### config.mk
export PLATFORM = sky130hd
export DESIGN_NAME = z3_slave_ctrl_flat
export DESIGN_NICKNAME = d
export VERILOG_FILES = /design/src/rtl/z3_slave_ctrl_if.sv /design/src/rtl/z3_slave_ctrl.sv /design/src/flat_wrapper.sv
export SDC_FILE = /design/constraint.sdc
export NUM_CORES = 1
export LEC_CHECK = 0
export ABC_CLOCK_PERIOD_IN_PS = 5700
export BUFFER_PORTS_ARGS = -buffer_cell sky130_fd_sc_hd__buf_4
export CAP_MARGIN = 20
export CORE_UTILIZATION = 30
export DETAILED_ROUTE_END_ITERATION = 10
export HOLD_SLACK_MARGIN = 0.08
export PLACE_DENSITY = 0.56
export SYNTH_ARGS = -nofsm -noshare
export SYNTH_HDL_FRONTEND = slang
export SYNTH_SLANG_ARGS = --single-unit
### constraint.sdc
create_clock -name CLK -period 5.7 [get_ports CLK]
set_clock_uncertainty 0.15 [all_clocks]
set_input_delay 1.14 -clock CLK [delete_from_list [all_inputs] [get_ports CLK]]
set_output_delay 1.14 -clock CLK [all_outputs]
set_load 0.02 [all_outputs]
### src/rtl/z3_slave_ctrl_if.sv
// Zorro III bus-side signals seen by a slave card: address/strobe/control from
// the bus master and the multiple-transfer acknowledge returned by the slave.
interface z3_slave_ctrl_if;
  logic [31:0] A;
  logic [2:0]  FC;
  logic        READ;
  logic        FCS_n;
  logic [3:0]  DS_n;
  logic        DOE;
  logic        MTCR_n;
  logic        MTACK_n;

  modport master (output A, FC, READ, FCS_n, DS_n, DOE, MTCR_n, input MTACK_n);
  modport slave  (input A, FC, READ, FCS_n, DS_n, DOE, MTCR_n, output MTACK_n);
endinterface

### src/rtl/z3_slave_ctrl.sv
// Zorro III slave cycle controller: synchronizes the bus strobes, decodes up to
// NUM_TGT address windows and sequences START/DATA/END/MULTI with timeout.
module z3_slave_ctrl #(
  parameter int NUM_TGT     = 4,
  parameter int SYNC_STAGES = 2,
  parameter int TIMEOUT     = 64,
  parameter int MULTI_EN    = 1
) (
  input  logic                   CLK,
  input  logic                   IORST_n,
  z3_slave_ctrl_if.slave         bus,
  input  logic [NUM_TGT-1:0]     tgt_en,
  input  logic [16*NUM_TGT-1:0]  tgt_base,
  input  logic [16*NUM_TGT-1:0]  tgt_mask,
  input  logic [NUM_TGT-1:0]     tgt_ack,
  output logic [29:0]            addr_lat,
  output logic [NUM_TGT-1:0]     tgt_sel,
  output logic                   tgt_req,
  output logic                   cyc_read,
  output logic [3:0]             byte_en,
  output logic                   dtack,
  output logic                   timeout_err
);

  localparam int CNT_W = ($clog2(TIMEOUT + 1) > 8) ? $clog2(TIMEOUT + 1) : 8;
  localparam logic [CNT_W-1:0] CNT_LAST = CNT_W'(TIMEOUT - 1);

  localparam logic [2:0] IDLE  = 3'd0;
  localparam logic [2:0] START = 3'd1;
  localparam logic [2:0] DATA  = 3'd2;
  localparam logic [2:0] END   = 3'd3;
  localparam logic [2:0] MULTI = 3'd4;

  logic [SYNC_STAGES-1:0]      fcs_sync_q;
  logic [SYNC_STAGES-1:0][3:0] ds_sync_q;
  logic                        fcs_s;
  logic [3:0]                  ds_s;
  logic                        ds_any, ds_none, ack_sel, to_hit;

  logic [2:0]         state_q, state_d;
  logic               miss_q;
  logic [29:0]        addr_lat_q;
  logic               cyc_read_q;
  logic [NUM_TGT-1:0] tgt_sel_q, hit_sel;
  logic               tgt_req_q;
  logic [3:0]         byte_en_q;
  logic [CNT_W-1:0]   cnt_q;
  logic               dtack_q, timeout_err_q, mtack_n_q;
  logic               unused_bits;

  assign unused_bits = ^{bus.A[1:0], bus.FC[2]};

  always_ff @(posedge CLK or negedge IORST_n) begin
    if (!IORST_n) begin
      fcs_sync_q <= '1;
      ds_sync_q  <= '1;
    end else begin
      fcs_sync_q <= {fcs_sync_q[SYNC_STAGES-2:0], bus.FCS_n};
      ds_sync_q  <= {ds_sync_q[SYNC_STAGES-2:0], bus.DS_n};
    end
  end

  assign fcs_s   = fcs_sync_q[SYNC_STAGES-1];
  assign ds_s    = ds_sync_q[SYNC_STAGES-1];
  assign ds_any  = |(~ds_s);
  assign ds_none = &ds_s;
  assign ack_sel = |(tgt_ack & tgt_sel_q);
  assign to_hit  = (cnt_q == CNT_LAST);

  // Walk downward so the lowest matching index is the one left standing.
  always_comb begin
    hit_sel = '0;
    for (int i = NUM_TGT - 1; i >= 0; i--) begin
      if ((bus.FC[1] ^ bus.FC[0]) && tgt_en[i] &&
          (((bus.A[31:16] ^ tgt_base[16*i +: 16]) & tgt_mask[16*i +: 16]) == 16'h0)) begin
        hit_sel    = '0;
        hit_sel[i] = 1'b1;
      end
    end
  end

  always_comb begin
    state_d = state_q;
    if (state_q != IDLE && fcs_s) begin
      state_d = IDLE;
    end else begin
      case (state_q)
        IDLE:    if (!fcs_s && !miss_q && (|hit_sel)) state_d = START;
        START:   if (cyc_read_q || (ds_any && bus.DOE)) state_d = DATA;
        DATA:    if (ack_sel || to_hit) state_d = END;
        END:     if ((MULTI_EN != 0) && !bus.MTCR_n && ds_none) state_d = MULTI;
        MULTI:   if (ds_any && (cyc_read_q || bus.DOE)) state_d = DATA;
        default: state_d = IDLE;
      endcase
    end
  end

  always_ff @(posedge CLK or negedge IORST_n) begin
    if (!IORST_n) begin
      state_q       <= IDLE;
      miss_q        <= 1'b0;
      addr_lat_q    <= '0;
      cyc_read_q    <= 1'b0;
      tgt_sel_q     <= '0;
      tgt_req_q     <= 1'b0;
      byte_en_q     <= '0;
      cnt_q         <= '0;
      dtack_q       <= 1'b0;
      timeout_err_q <= 1'b0;
      mtack_n_q     <= 1'b1;
    end else begin
      state_q <= state_d;
      // A cycle that decoded to nobody is ignored until FCS_n returns high.
      miss_q  <= (state_q == IDLE) && !fcs_s && (miss_q || !(|hit_sel));
      if (state_q == IDLE && !fcs_s && !miss_q) begin
        addr_lat_q <= bus.A[31:2];
        cyc_read_q <= bus.READ;
      end else if (state_q == END && state_d == MULTI) begin
        addr_lat_q[5:0] <= bus.A[7:2];
      end
      if (state_d == IDLE)      tgt_sel_q <= '0;
      else if (state_q == IDLE) tgt_sel_q <= hit_sel;
      tgt_req_q <= (state_d == DATA) && (state_q != DATA);
      if (state_d == IDLE)                            byte_en_q <= '0;
      else if (state_d == DATA && state_q != DATA)    byte_en_q <= ~ds_s;
      cnt_q         <= (state_q == DATA && state_d == DATA) ? cnt_q + 1'b1 : '0;
      dtack_q       <= (state_d == END);
      timeout_err_q <= (state_q == DATA) && (state_d == END) && !ack_sel;
      mtack_n_q     <= !((MULTI_EN != 0) && (state_d != IDLE));
    end
  end

  assign addr_lat    = addr_lat_q;
  assign cyc_read    = cyc_read_q;
  assign tgt_sel     = tgt_sel_q;
  assign tgt_req     = tgt_req_q;
  assign byte_en     = byte_en_q;
  assign dtack       = dtack_q;
  assign timeout_err = timeout_err_q;
  assign bus.MTACK_n = mtack_n_q;

endmodule

### src/flat_wrapper.sv
// flat-port wrapper written by rule: the top's interface ports become plain ports
module z3_slave_ctrl_flat 
#(
  parameter int NUM_TGT     = 4,
  parameter int SYNC_STAGES = 2,
  parameter int TIMEOUT     = 64,
  parameter int MULTI_EN    = 1
)
  (CLK, IORST_n, tgt_en, tgt_base, tgt_mask, tgt_ack, addr_lat, tgt_sel, tgt_req, cyc_read, byte_en, dtack, timeout_err, bus_A, bus_FC, bus_READ, bus_FCS_n, bus_DS_n, bus_DOE, bus_MTCR_n, bus_MTACK_n);
  z3_slave_ctrl_if bus_i ();
  input  logic CLK;
  input  logic IORST_n;
  input  logic [NUM_TGT-1:0] tgt_en;
  input  logic [16*NUM_TGT-1:0] tgt_base;
  input  logic [16*NUM_TGT-1:0] tgt_mask;
  input  logic [NUM_TGT-1:0] tgt_ack;
  output logic [29:0] addr_lat;
  output logic [NUM_TGT-1:0] tgt_sel;
  output logic tgt_req;
  output logic cyc_read;
  output logic [3:0] byte_en;
  output logic dtack;
  output logic timeout_err;
  input wire logic [$bits(bus_i.A)-1:0] bus_A;
  input wire logic [$bits(bus_i.FC)-1:0] bus_FC;
  input wire logic [$bits(bus_i.READ)-1:0] bus_READ;
  input wire logic [$bits(bus_i.FCS_n)-1:0] bus_FCS_n;
  input wire logic [$bits(bus_i.DS_n)-1:0] bus_DS_n;
  input wire logic [$bits(bus_i.DOE)-1:0] bus_DOE;
  input wire logic [$bits(bus_i.MTCR_n)-1:0] bus_MTCR_n;
  output wire logic [$bits(bus_i.MTACK_n)-1:0] bus_MTACK_n;
  assign bus_i.A = bus_A;
  assign bus_i.FC = bus_FC;
  assign bus_i.READ = bus_READ;
  assign bus_i.FCS_n = bus_FCS_n;
  assign bus_i.DS_n = bus_DS_n;
  assign bus_i.DOE = bus_DOE;
  assign bus_i.MTCR_n = bus_MTCR_n;
  assign bus_MTACK_n = bus_i.MTACK_n;
  z3_slave_ctrl #(.NUM_TGT(NUM_TGT), .SYNC_STAGES(SYNC_STAGES), .TIMEOUT(TIMEOUT), .MULTI_EN(MULTI_EN)) u_core (.CLK(CLK), .IORST_n(IORST_n), .bus(bus_i), .tgt_en(tgt_en), .tgt_base(tgt_base), .tgt_mask(tgt_mask), .tgt_ack(tgt_ack), .addr_lat(addr_lat), .tgt_sel(tgt_sel), .tgt_req(tgt_req), .cyc_read(cyc_read), .byte_en(byte_en), .dtack(dtack), .timeout_err(timeout_err));
endmodule
== After elaboration in Yosys (flattened, before gate mapping) ==
Cells that the tools add are included.

* Add/sub/neg operators: 1
* Reduce and logical (&&, ||, !) cells: 47
* Bitwise operators: 11
* Equality and inequality tests: 9
* Multiplexer cells: 18

{| class="wikitable"
|+ Operators by type and width
! kind !! number
|-
| $and A16 B16 Y16 || 4
|-
| $logic_not A16 Y1 || 4
|-
| $xor A16 B16 Y16 || 4
|-
| $mux W4 || 8
|-
| $logic_and A1 B1 Y1 || 22
|-
| $mux W3 || 6
|-
| $pmux W3 S5 || 1
|-
| $eq A3 B2 Y1 const B || 4
|-
| $mux W6 || 2
|-
| $reduce_or A4 Y1 || 3
|-
| $add A8 B1 Y8 const B || 1
|-
| $eq A8 B6 Y1 const B || 1
|-
| $mux W8 || 1
|-
| $eq A3 B3 Y1 const B || 2
|-
| $logic_not A1 Y1 || 6
|-
| $logic_not A3 Y1 || 2
|-
| $reduce_bool A2 Y1 || 3
|-
| $reduce_bool A3 Y1 || 2
|-
| $and A4 B4 Y4 || 1
|-
| $logic_or A1 B1 Y1 || 4
|-
| $not A4 Y4 || 1
|-
| $reduce_and A4 Y1 || 1
|-
| $eq A3 B1 Y1 const B || 1
|-
| $ne A3 B2 Y1 const B || 1
|-
| $xor A1 B1 Y1 || 1
|}

* Input bits: 181
* Word-level logic and storage cells: 101
* Register bits: 65
* Output and inout bits: 43

== Logic depth before layout (Yosys ltp) ==
Gate-level depths: netlist of the first run.

* Word-level depth: 17
* Gate-level depth with buffers: 9
* Depth with buffers taken out: 7

== Worst setup path after synthesis of the first run ==
OpenSTA, ideal clock, no wires.

* Kind: input to register
* Start: input bus_A[17]
* End: register u_core.tgt_sel_q[3] (netlist: u_core.tgt_sel[3])
* Stages on the path: 9
* Data required time: 5477 ps
* Setup time: 73 ps
* Buffers on the path: 2
* Slack: 2813 ps
* Data arrival time: 2664 ps
* Path through: buf_6 > xor2_1 > a22o_1 > a2111oi_2 > and4_4 > nor4_4 > o22a_1 > buf_6 > a21oi_2

* Longest elaborated chain between the ends: 15
* Elaborated cells between the ends (all ways): 29
* Those cells by class: mux: 9; bitwise: 8; reduce/logical: 12

{| class="wikitable"
|+ RTL lines
! item !! line !! RTL
|-
| start, declared || flat_wrapper.sv:24 || <nowiki>input wire logic [$bits(bus_i.A)-1:0] bus_A;</nowiki>
|-
| $xor A16 B16 Y16 || z3_slave_ctrl.sv:75 || <nowiki>(((bus.A[31:16] ^ tgt_base[16*i +: 16]) & tgt_mask[16*i +: 16]) == 16'h0)) begin</nowiki>
|-
| $and A16 B16 Y16 || z3_slave_ctrl.sv:75 ||
|-
| $logic_not A16 Y1 || z3_slave_ctrl.sv:75 ||
|-
| $logic_and A1 B1 Y1 || z3_slave_ctrl.sv:74 || <nowiki>if ((bus.FC[1] ^ bus.FC[0]) && tgt_en[i] &&</nowiki>
|-
| $mux W4 (3 in series) || z3_slave_ctrl.sv:74 ||
|-
| $mux W4 * || z3_slave_ctrl.sv:74 ||
|-
| $reduce_or A4 Y1 || z3_slave_ctrl.sv:88 || <nowiki>IDLE: if (!fcs_s && !miss_q && (|hit_sel)) state_d = START;</nowiki>
|-
| $logic_and A1 B1 Y1 || z3_slave_ctrl.sv:88 ||
|-
| $mux W3 || z3_slave_ctrl.sv:88 ||
|-
| $pmux W3 S5 || z3_slave_ctrl.sv:87 || <nowiki>case (state_q)</nowiki>
|-
| $mux W3 || z3_slave_ctrl.sv:84 || <nowiki>if (state_q != IDLE && fcs_s) begin</nowiki>
|-
| $logic_not A3 Y1 || z3_slave_ctrl.sv:121 || <nowiki>if (state_d == IDLE) tgt_sel_q <= '0;</nowiki>
|-
| $mux W4 / $reduce_bool A2 Y1 (equally long branches) || -- ||
|-
| end signal, assigned || z3_slave_ctrl.sv:122 || <nowiki>else if (state_q == IDLE) tgt_sel_q <= hit_sel;</nowiki>
|-
| end, declared || z3_slave_ctrl.sv:44 || <nowiki>logic [NUM_TGT-1:0] tgt_sel_q, hit_sel;</nowiki>
|}

Mark *: on every way between the ends. The rest lies on a longest branch, timed or not. The select of a mux whose other input is x is not followed.
A chain may end at the register's enable or synchronous reset.

== Worst setup path in the final report of the first run ==
* Start: input bus_FC[0]
* End: register u_core.timeout_err_q (netlist: u_core.timeout_err)

* Longest elaborated chain between the ends: 15
* Elaborated cells between the ends (all ways): 21
* Those cells by class: eq/ne: 1; mux: 7; bitwise: 1; reduce/logical: 12

{| class="wikitable"
|+ RTL lines
! item !! line !! RTL
|-
| start, declared || flat_wrapper.sv:25 || <nowiki>input wire logic [$bits(bus_i.FC)-1:0] bus_FC;</nowiki>
|-
| $xor A1 B1 Y1 * || z3_slave_ctrl.sv:74 ||
|-
| $logic_and A1 B1 Y1 (2 in series) || z3_slave_ctrl.sv:74 ||
|-
| $mux W4 (3 in series) || z3_slave_ctrl.sv:74 ||
|-
| $mux W4 * || z3_slave_ctrl.sv:74 ||
|-
| $reduce_or A4 Y1 * || z3_slave_ctrl.sv:88 ||
|-
| $logic_and A1 B1 Y1 * || z3_slave_ctrl.sv:88 ||
|-
| $mux W3 * || z3_slave_ctrl.sv:88 ||
|-
| $pmux W3 S5 * || z3_slave_ctrl.sv:87 ||
|-
| $mux W3 * || z3_slave_ctrl.sv:84 ||
|-
| $eq A3 B2 Y1 * || z3_slave_ctrl.sv:128 || <nowiki>timeout_err_q <= (state_q == DATA) && (state_d == END) && !ack_sel;</nowiki>
|-
| $logic_and A1 B1 Y1 * (2 in series) || z3_slave_ctrl.sv:128 ||
|-
| end signal, assigned || z3_slave_ctrl.sv:128 ||
|-
| end, declared || z3_slave_ctrl.sv:48 || <nowiki>logic dtack_q, timeout_err_q, mtack_n_q;</nowiki>
|}

Mark *: on every way between the ends. The rest lies on a longest branch, timed or not.

==> results of run 1 <==
[cells by family (layout without fill, tap and decap cells)]
logic type,count (synthesis),after routing
mux,35,35
xor+xnor,71,71
fa+ha+maj,1,1
simple gates,67,67
compound gates,49,49
buf+inv,32,246
flops,65,65
[routing by layer]
metal	share of wire (%)	global-route usage, %
met1	45	26.3
met2	47	31.7
met3	5.9	4.82
met4	1.4	5.51
met5	0	0
[Yosys cell counts (2+ instances only)]
cell and instances:
sky130_fd_sc_hd__xor2_1 69, sky130_fd_sc_hd__dfrtp_1 54, sky130_fd_sc_hd__mux2_2 31, sky130_fd_sc_hd__buf_2 16
sky130_fd_sc_hd__a22oi_1 14, sky130_fd_sc_hd__nand2_1 14, sky130_fd_sc_hd__dfstp_2 11, sky130_fd_sc_hd__nor3_1 11
sky130_fd_sc_hd__nor2_1 9, sky130_fd_sc_hd__inv_1 8, sky130_fd_sc_hd__nand3_1 8, sky130_fd_sc_hd__a22o_1 7
sky130_fd_sc_hd__buf_6 6, sky130_fd_sc_hd__nor2_2 5, sky130_fd_sc_hd__a221oi_1 4, sky130_fd_sc_hd__a222oi_1 4
sky130_fd_sc_hd__mux2i_1 4, sky130_fd_sc_hd__a21oi_1 3, sky130_fd_sc_hd__a21oi_2 3, sky130_fd_sc_hd__nor3_4 3
sky130_fd_sc_hd__a2111oi_2 2, sky130_fd_sc_hd__and3_1 2, sky130_fd_sc_hd__and4_4 2, sky130_fd_sc_hd__nand4_1 2
sky130_fd_sc_hd__nor3b_1 2, sky130_fd_sc_hd__o21ai_0 2, sky130_fd_sc_hd__xnor2_1 2
[power by group through the flow]
stage / sequential, mW / combinational, mW / clock, mW
finish: 0.572 / 0.483 / 0.646
global route: 0.581 / 0.517 / 0.684
CTS: 0.572 / 0.489 / 0.663
detailed placement: 0.578 / 0.488 / 0
global placement: 0.575 / 0.484 / 0
floorplan: 0.649 / 0.166 / 0
[cells in the final DEF, fill, tap and decap left out, drive strengths merged, types with 6 or more instances in the layout]
| cell | count |
|---|---|
| a21oi | 6 |
| a22o | 8 |
| a22oi | 14 |
| buf | 221 |
| clkbuf | 10 |
| dfrtp | 54 |
| dfstp | 11 |
| inv | 9 |
| mux2 | 31 |
| nand2 | 14 |
| nand3 | 8 |
| nor2 | 14 |
| nor3 | 15 |
| xor2 | 69 |
[critical path: stages]
cell,delay [ns]
sky130_fd_sc_hd__buf_4,0.11
sky130_fd_sc_hd__xor2_1,0.34
sky130_fd_sc_hd__nand2_1,0.13
sky130_fd_sc_hd__a2111oi_2,0.35
sky130_fd_sc_hd__and4_4,0.31
sky130_fd_sc_hd__nor4_4,0.07
sky130_fd_sc_hd__o211ai_2,0.42
sky130_fd_sc_hd__nor3b_1,0.24
[final timing paths]
path | from | cells past startpoint | slack, ns | to
worst max register to register | u_core.ds_s[2] | 7 | 3.26 | u_core.byte_en[1]
worst max-delay path | bus_FC[0] | 8 | 2.68 | u_core.timeout_err
min in group asynchronous | IORST_n | 1 | 0.75 | u_core.addr_lat[19]
worst min register to register | u_core.ds_sync_q[2] | 0 | 0.20 | u_core.ds_s[2]
worst min-delay path | u_core.ds_sync_q[2] | 0 | 0.20 | u_core.ds_s[2]
max in group asynchronous | IORST_n | 1 | 4.09 | u_core.addr_lat[2]
[registers in the layout, summed over array words and instances (netlist names)]
signal / flops
u_core.cnt_q: 8
u_core.ds_sync_q: 4
u_core.bus.MTACK_n: 1
u_core.miss_q: 1
u_core.ds_s: 4
u_core.fcs_sync_q: 2
u_core.tgt_sel: 4
u_core.cyc_read: 1
u_core.dtack: 1
u_core.byte_en: 4
u_core.state_q: 3
u_core.tgt_req: 1
u_core.addr_lat: 30
u_core.timeout_err: 1
[final cells by class]
type / instances / area [sq um] / share of cell area (%)
inverters: 9 / 33.8 / 0.590
clock inverters: 6 / 115 / 2.01
clock buffers: 10 / 239 / 4.18
flip-flops and latches: 65 / 1640 / 28.7
multi-input cells: 223 / 1850 / 32.4
repair buffers: 221 / 1660 / 29.0
well taps: 147 / 184 / 3.21
[per-stage QoR]
stage / utilization, % / hold WS [ns] / worst slack, ns / total power [mW] / cell area (sq um)
finish: 47.8 / 0.204 / 2.68 / 1.70 / 5720
global route: 47.8 / 0.207 / 2.48 / 1.78 / 5720
CTS: 47.8 / 0.205 / 2.66 / 1.72 / 5720
detailed placement: 44.9 / 0.197 / 2.33 / 1.07 / 5370
global placement: 44.9 / 0.197 / 2.36 / 1.06 / 5370
floorplan: - / 0.195 / 2.81 / 0.816 / 3680
==> results_dict.tcl, run 1 <==
set metrics [dict create \
    run_status "finished clean" \
    globalRouteOverflowTotal 0 \
    dpl.hpwl_mm 9.88 \
    io_buffer_count 220 \
    core_sq_um 12000 \
    drt_first_iter_violations 119 \
    worst_ir_drop_vdd_mv 0.182 \
    synth_sequential_area_ratio_pct 44.6 \
    placed_instances 665 \
    p_clk_share_pct 38.0 \
    clock-sinks 65 \
    switching_share_pct 28.2 \
    comb_power_share_pct 28.4 \
    tightestPinTransition_ns 0.824 \
    cap_viol_max_count 0 \
    power_density_nw_per_um2 297 \
    post_drt_wl_per_cell_um 17.8 \
    critical_path_sink_type "flop" \
    maximum_clock_frequency_mhz 332 \
    cts.root.buffer_cell "sky130_fd_sc_hd__clkbuf_16" \
    num_rows 40 \
    synth_cells 320 \
    placer_congestion 0.884 \
    crit_path_start_kind "input pin" \
    cts_hold_buffers 0 \
    grt_max_degree 66 \
    rsz_0062_raised_after_global_routing "no" \
    main_combinational_cell_family_by_area_after_synthesis "XOR/XNOR gates" \
    setup_violation_total_in_the_final_timing_report 0 \
    ioPinCount 224 \
    antenna_diode_instance_count 0 \
    internal_power_mw 1.22 \
    min_path_type "reg2reg" \
    floorplan.initialDensity_pct 30.8 \
    post_synth_top_area_cell "sky130_fd_sc_hd__dfrtp_1" \
    netlist_top_cells_area "sky130_fd_sc_hd__dfrtp_1, sky130_fd_sc_hd__xor2_1, sky130_fd_sc_hd__mux2_2, sky130_fd_sc_hd__dfstp_2, sky130_fd_sc_hd__a22oi_1" \
    crit_arrival_ns 3.10 \
    cts_resized 0 \
    critical_path_peak_fanout 11 \
    power.share.sequential_pct 33.6 \
    power.static_leakage_nw 2.74 \
    timing.final.max_slew_violations 0 \
    grt_use_total_pct 19.7 \
    hold_viol_final 0 \
    number_of_detailed_routing_iterations_run_before_antenna_repair 5 \
    tritoncts "done" \
    synthDistinctLibCells 49 \
    synthAdderAreaFrac_pct 0.340 \
    fp.dieArea_sq_um 12700 \
    post_synth_xor_area_fraction_pct 16.9 \
    synth.avg_cell_area_sq_um 11.5 \
    power.net_switching_mw 0.481 \
    layout.filler_cells 1148 \
    cts_buffer_depth 2 \
    ctsHtreeMaxLevel 3 \
    critical_path_class "in2reg" \
    number_of_flops_mapped_to_enable_cells_by_yosys 0 \
    layout-drive-gt1-share_pct 56.6 \
    synthesis.nets 502 \
    syn_to_final_growth_pct 55.5 \
    yosys-mux-area-fraction_pct 10.6 \
    finalSetupTns_ns 0 \
    postSynthRegisterBits 65 \
    vias 3206 \
    inserted_clock_buffers 9 \
    detail_route.drc_violations 0 \
    async_reset_ff_share_pct 100 \
    clk_pin_slew_worst_paths_ns 0.05 \
    wire_length_of_the_first_global_routing_pass_mm 18.7 \
    maxSlewHeadroom_pct 45.1 \
    synth.cell_area_sq_um 3680 \
    synth-compound-area-share_pct 11.3 \
    synth-main-ff-cell "sky130_fd_sc_hd__dfrtp_1" \
    synth-simple-area-share_pct 11.3 \
    stdcell_count 681 \
    first_global_vias 3355 \
    drt-vias-per-instance 4.71 \
    required_ns 5.79 \
    die_w_um 113 \
    drt_wl_total_mm 12.1 \
    clock_latency_ns 0.33 \
    antenna_violations_before_repair 0 \
    postCtsSetupBuffers 0 \
    fp.dieH_um 113 \
    synthesis.yosys.warnings 0 \
    post-route-min-period_ns 3.02 \
    antenna_left 0 \
    netlist.area_leader.share_pct 36.7 \
    nets 711 \
    timing.final.crit_share_pct 52.9 \
]
Note: power is estimated with default switching activity, not from simulation.
==> run 2: changes to the inputs <==
--- a/config.mk
+++ b/config.mk
@@ -5,13 +5,13 @@
 export SDC_FILE = /design/constraint.sdc
 export NUM_CORES = 1
 export LEC_CHECK = 0
-export ABC_CLOCK_PERIOD_IN_PS = 5700
+export ABC_CLOCK_PERIOD_IN_PS = 2700
 export BUFFER_PORTS_ARGS = -buffer_cell sky130_fd_sc_hd__buf_4
 export CAP_MARGIN = 20
 export CORE_UTILIZATION = 30
 export DETAILED_ROUTE_END_ITERATION = 10
 export HOLD_SLACK_MARGIN = 0.08
-export PLACE_DENSITY = 0.56
+export PLACE_DENSITY = 0.58
 export SYNTH_ARGS = -nofsm -noshare
 export SYNTH_HDL_FRONTEND = slang
 export SYNTH_SLANG_ARGS = --single-unit
==> constraint.sdc (replaced) <==
create_clock -name CLK -period 2.7 [get_ports CLK]
set_clock_uncertainty 0.15 [all_clocks]
set_input_delay 0.54 -clock CLK [delete_from_list [all_inputs] [get_ports CLK]]
set_output_delay 0.54 -clock CLK [all_outputs]
set_load 0.02 [all_outputs]
==> run 2 against run 1 <==
Via count rose by 0.66%. Clock power increased by 63%. Sequential share of layout area up 0.11 points. Final cell count increased by 1.2%. Global-route usage is 0.23 points lower. Power increased by 93%. Final area decreased by 0.37%. Sequential power rose by 110%. Utilization is 0.18 points lower. Count of clock-buffer cells in the layout unchanged. Combinational power increased by 110%. Largest power group is now sequential cells.
==> results_dict.tcl, run 2 (synthesized netlist as in run 1, its figures left out) <==
set metrics [dict create \
    inserted_clock_buffers 9 \
    clock-sinks 65 \
    die_w_um 113 \
    comb_power_share_pct 31.3 \
    drt_wl_total_mm 12.0 \
    drt_first_iter_violations 61 \
    power.share.sequential_pct 36.7 \
    syn_to_final_growth_pct 54.9 \
    depth_of_the_worst_register_to_register_path 7 \
    ctsHtreeMaxLevel 3 \
    worst_ir_drop_vdd_mv 0.397 \
    mostFrequentLayoutCells "sky130_fd_sc_hd__buf_4, sky130_fd_sc_hd__xor2_1, sky130_fd_sc_hd__dfrtp_1, sky130_fd_sc_hd__mux2_2" \
    antenna_left 0 \
    first_global_vias 3450 \
    timing.final.max_slew_violations 0 \
    crit_arrival_ns 2.45 \
    hold_viol_final 0 \
    critical_path_class "reg2reg" \
    antenna_diode_instance_count 0 \
    power.net_switching_mw 1.01 \
    postCtsSetupBuffers 0 \
    timing.final.crit_share_pct 88.4 \
    fin_total_pwr_mw 3.29 \
    internal_power_mw 2.28 \
    layout-drive-gt1-share_pct 57.0 \
    post-route-min-period_ns 2.39 \
    rsz_0062_raised_after_global_routing "no" \
    cap_viol_max_count 0 \
    maximum_clock_frequency_mhz 419 \
    fp.dieH_um 113 \
    nets 719 \
    finalCoreUtilization_pct 47.7 \
    num_rows 40 \
    critical_path_sink_type "flop" \
    power.static_leakage_nw 2.74 \
    crit_path_start_kind "flop" \
    detail_route.drc_violations 0 \
    critical_path_peak_fanout 5 \
    largest_register_ffs 30 \
    ioPinCount 224 \
    clk_pin_slew_worst_paths_ns 0.05 \
    floorplan.initialDensity_pct 30.8 \
    rrSetupSlack_ns 0.31 \
    cts_hold_buffers 0 \
    required_ns 2.76 \
    finalSetupTns_ns 0 \
    number_of_detailed_routing_iterations_run_before_antenna_repair 4 \
    min_path_type "in2async" \
    power_density_nw_per_um2 577 \
    placer_congestion 0.880 \
    drt-vias-per-instance 4.68 \
    wire_length_of_the_first_global_routing_pass_mm 18.5 \
    p_clk_share_pct 32.1 \
    globalRouteOverflowTotal 0 \
    core_sq_um 12000 \
    antenna_violations_before_repair 0 \
    dpl.hpwl_mm 9.78 \
    grt_use_total_pct 19.4 \
    setup_violation_total_in_the_final_timing_report 0 \
    run_status "finished clean" \
    maxSlewHeadroom_pct 46.5 \
    r2r-start "u_core.ds_s[2]" \
    cts_resized 0 \
    cts_buffer_depth 2 \
    reg_to_reg_endpoint "u_core.byte_en[1]" \
    fp.dieArea_sq_um 12700 \
    switching_share_pct 30.7 \
    io_buffer_count 220 \
    most_common_cell_after_layout_fill_and_taps_aside "sky130_fd_sc_hd__buf_4" \
    post_drt_wl_per_cell_um 17.3 \
    clock_latency_ns 0.32 \
    grt_max_degree 66 \
    tritoncts "done" \
    cts.root.buffer_cell "sky130_fd_sc_hd__clkbuf_16" \
    tightestPinTransition_ns 0.803 \
    vias 3227 \
]
[run 2: cell count changes in the layout (fill, tap and decap cells not counted), sizes merged]
| cell | previous run | this run |
|---|---|---|
| buf | 221 | 229 |
| bufinv | 3 | 0 |
| clkinv | 2 | 4 |
| inv | 9 | 10 |
[run 2: cell type report]
cell class	count	area (sq um)
clock buffer	10	229
clock inverter	6	43.8
fill	1129	6260
inverter	9	33.8
multi-input combinational	223	1850
sequential	65	1640
tap	147	184
timing repair buffer	229	1720
[run 2: metal layers]
metal  routed length, um  track usage [%]
met1                5250             25.2
met2                5850             32.6
met3                 688             4.28
met4                 157             5.69
met5                   0                0
[run 2: worst max-delay path by stage]
stage	startpoint	endpoint	slack, ns	cells after the start
2_1_floorplan	bus_A[17]	u_core.tgt_sel[3]	0.41	9
3_3_place_gp	bus_A[28]	u_core.byte_en[1]	0.11	9
3_5_place_dp	bus_A[17]	u_core.cnt_q[3]	0.09	10
4_1_cts	u_core.ds_s[2]	u_core.byte_en[1]	0.28	7
5_1_grt	u_core.ds_s[2]	u_core.byte_en[1]	0.15	7
6_report	u_core.ds_s[2]	u_core.byte_en[1]	0.31	7
[run 2: worst max-delay path: stages, from the launching register on]
cell	delay (ns)
sky130_fd_sc_hd__dfstp_2	0.53
sky130_fd_sc_hd__nand4_2	0.18
sky130_fd_sc_hd__nor3_4	0.20
sky130_fd_sc_hd__a2111o_1	0.18
sky130_fd_sc_hd__inv_1	0.06
sky130_fd_sc_hd__nor4_2	0.63
sky130_fd_sc_hd__mux2i_1	0.30
sky130_fd_sc_hd__nor2_2	0.04
[run 2: through the flow]
stage / hold slack (ns) / instances / area, sq um / setup slack [ns]
6_report: 0.157 / 689 / 5700 / 0.312
5_1_grt: 0.158 / 689 / 5700 / 0.145
4_1_cts: 0.156 / 689 / 5700 / 0.281
3_5_place_dp: 0.197 / 673 / 5430 / 0.0877
3_3_place_gp: 0.197 / 673 / 5430 / 0.113
2_1_floorplan: 0.0944 / 320 / 3680 / 0.413
[run 2: power by group through the flow]
stage | clock [mW] | combinational [mW] | sequential [mW]
after detailed placement | 0 | 1.04 | 1.22
after floorplan | 0 | 0.351 | 1.37
after CTS | 1.09 | 1.04 | 1.21
final | 1.05 | 1.03 | 1.21
after global routing | 1.13 | 1.10 | 1.22
after global placement | 0 | 1.03 | 1.22
==> run 3: changes to the inputs <==
--- a/config.mk
+++ b/config.mk
@@ -5,13 +5,14 @@
 export SDC_FILE = /design/constraint.sdc
 export NUM_CORES = 1
 export LEC_CHECK = 0
-export ABC_CLOCK_PERIOD_IN_PS = 2700
+export ABC_CLOCK_PERIOD_IN_PS = 2430
 export BUFFER_PORTS_ARGS = -buffer_cell sky130_fd_sc_hd__buf_4
 export CAP_MARGIN = 20
 export CORE_UTILIZATION = 30
 export DETAILED_ROUTE_END_ITERATION = 10
 export HOLD_SLACK_MARGIN = 0.08
-export PLACE_DENSITY = 0.58
+export PLACE_DENSITY = 0.56
+export SETUP_SLACK_MARGIN = 0.02
 export SYNTH_ARGS = -nofsm -noshare
 export SYNTH_HDL_FRONTEND = slang
 export SYNTH_SLANG_ARGS = --single-unit
==> constraint.sdc (replaced) <==
create_clock -name CLK -period 2.43 [get_ports CLK]
set_clock_uncertainty 0.15 [all_clocks]
set_input_delay 0.486 -clock CLK [delete_from_list [all_inputs] [get_ports CLK]]
set_output_delay 0.486 -clock CLK [all_outputs]
set_load 0.02 [all_outputs]
==> run 3 against run 2 <==
Count of clock-buffer cells in the layout up 1. Largest power group unchanged. Power up 17%. Register-to-register slack worse by 0.10 ns. Sequential power up 11%.
==> results_dict.tcl, run 3 (synthesized netlist as in run 1, its figures left out) <==
set metrics [dict create \
    depth_of_the_worst_register_to_register_path 7 \
    antenna_violations_before_repair 0 \
    largest_register_ffs 30 \
    reg_to_reg_endpoint "u_core.byte_en[1]" \
    antenna_diode_instance_count 0 \
    detail_route.drc_violations 0 \
    placer_congestion 0.872 \
    grt_max_degree 36 \
    timing.critical_path.from "u_core.ds_s[2]" \
    drt-vias-per-instance 4.70 \
    nets 744 \
    globalRouteOverflowTotal 0 \
    post_drt_wl_per_cell_um 17.6 \
    tightestPinTransition_ns 0.515 \
    r2r-start "u_core.ds_s[2]" \
    drt_first_iter_violations 100 \
    maxSlewHeadroom_pct 65.4 \
    most_common_cell_after_layout_fill_and_taps_aside "sky130_fd_sc_hd__buf_4" \
    setup_violation_total_in_the_final_timing_report 0 \
    critical_path_peak_fanout 5 \
    clk_pin_slew_worst_paths_ns 0.06 \
    timing.final.crit_share_pct 91.3 \
    ctsHtreeMaxLevel 3 \
    final_area_sq_um 5980 \
    vias 3355 \
    min_path_type "in2reg" \
    required_ns 2.49 \
    worst_ir_drop_vdd_mv 0.406 \
    hold_viol_final 0 \
    tritoncts "done" \
    rrSetupSlack_ns 0.21 \
    critical_path_sink_type "flop" \
    io_buffer_count 220 \
    die_w_um 113 \
    clock_latency_ns 0.33 \
    inserted_clock_buffers 9 \
    critical_path.endpoint "u_core.byte_en[1]" \
    number_of_detailed_routing_iterations_run_before_antenna_repair 7 \
    fp.dieH_um 113 \
    rsz_0062_raised_after_global_routing "no" \
    clock-sinks 65 \
    first_global_vias 3538 \
    syn_to_final_growth_pct 62.5 \
    cap_viol_max_count 0 \
    postPlaceCellArea_sq_um 5650 \
    power.static_leakage_nw 2.90 \
    wire_length_of_the_first_global_routing_pass_mm 19.4 \
    crit_path_start_kind "flop" \
    grt_use_total_pct 20.4 \
    drt_wl_total_mm 12.5 \
    critical_path_class "reg2reg" \
    layout-drive-gt1-share_pct 59.1 \
    run_status "finished clean" \
    dpl.hpwl_mm 10.2 \
    antenna_left 0 \
    postCtsSetupBuffers 0 \
    cts_buffer_depth 2 \
    maximum_clock_frequency_mhz 451 \
    floorplan.initialDensity_pct 30.8 \
    worst_slack_ns 0.211 \
    crit_arrival_ns 2.28 \
    post-route-min-period_ns 2.22 \
    timing.hold.ws_ns 0.112 \
    cts.root.buffer_cell "sky130_fd_sc_hd__clkbuf_16" \
    detailedPlace.worstSlack_ns -0.0907 \
    power_density_nw_per_um2 641 \
    core_sq_um 12000 \
    ioPinCount 224 \
    timing.final.max_slew_violations 0 \
    num_rows 40 \
    mostFrequentLayoutCells "sky130_fd_sc_hd__buf_4, sky130_fd_sc_hd__xor2_1, sky130_fd_sc_hd__dfrtp_1, sky130_fd_sc_hd__mux2_2" \
    fp.dieArea_sq_um 12700 \
]
## run 3: worst min-delay path by stage
stage	start	endpoint	slack (ns)	cells after the start
final	bus_DS_n[1]	u_core.ds_sync_q[1]	0.11	1
after global routing	bus_DS_n[2]	u_core.ds_sync_q[2]	0.09	1
after detailed placement	u_core.ds_sync_q[2]	u_core.ds_s[2]	0.20	0
after CTS	bus_DS_n[2]	u_core.ds_sync_q[2]	0.1	1
after floorplan	IORST_n	u_core.addr_lat[0]	0.04	0
after global placement	u_core.ds_sync_q[2]	u_core.ds_s[2]	0.20	0
## run 3: cell type report
type | instances | area (sq um)
tap | 147 | 184
clock buffer | 11 | 275
inverter | 9 | 33.8
fill | 1109 | 5980
timing repair buffer | 254 | 1950
sequential | 65 | 1640
multi-input combinational | 223 | 1870
clock inverter | 5 | 35.0
## run 3: layer usage
| layer | global-route usage (%) | wire length, um | vias up |
|---|---|---|---|
| li1 | - | - | 1624 |
| met1 | 26.1 | 5550 | 1605 |
| met2 | 33.8 | 6020 | 114 |
| met3 | 5.95 | 782 | 12 |
| met4 | 5.51 | 188 | 0 |
| met5 | 0 | 0 | - |
## run 3: what timing repair did
| action | in CTS | in global routing |
|---|---|---|
| resized for setup | 1 | 1 |
| setup endpoints to repair | 1 | 6 |
| hold endpoints to repair | 29 | 0 |
| hold buffers | 1 | 0 |
## run 3: where the power goes
part	switching, mW	leakage [nW]	internal (mW)
Sequential	0.0920	0.796	1.25
Combinational	0.569	1.95	0.632
Clock	0.479	0.152	0.814
## run 3: critical path: stages (launching register included)
cell                       delay [ns]
sky130_fd_sc_hd__dfstp_2         0.53
sky130_fd_sc_hd__nand4_2         0.18
sky130_fd_sc_hd__nor3_4          0.20
sky130_fd_sc_hd__a2111o_1        0.18
sky130_fd_sc_hd__inv_1           0.08
sky130_fd_sc_hd__nor4_4          0.45
sky130_fd_sc_hd__mux2i_1         0.27
sky130_fd_sc_hd__nor2_2          0.04
## run 3: per-stage QoR
step	utilization [%]	power [mW]	TNS, ns	cells
floorplan	-	1.91	0	320
global placement	47.2	2.54	-0.369	697
detailed placement	47.2	2.56	-1.05	697
CTS	50.0	3.89	0	714
global route	50.0	4.04	0	714
finish	50.0	3.83	0	714
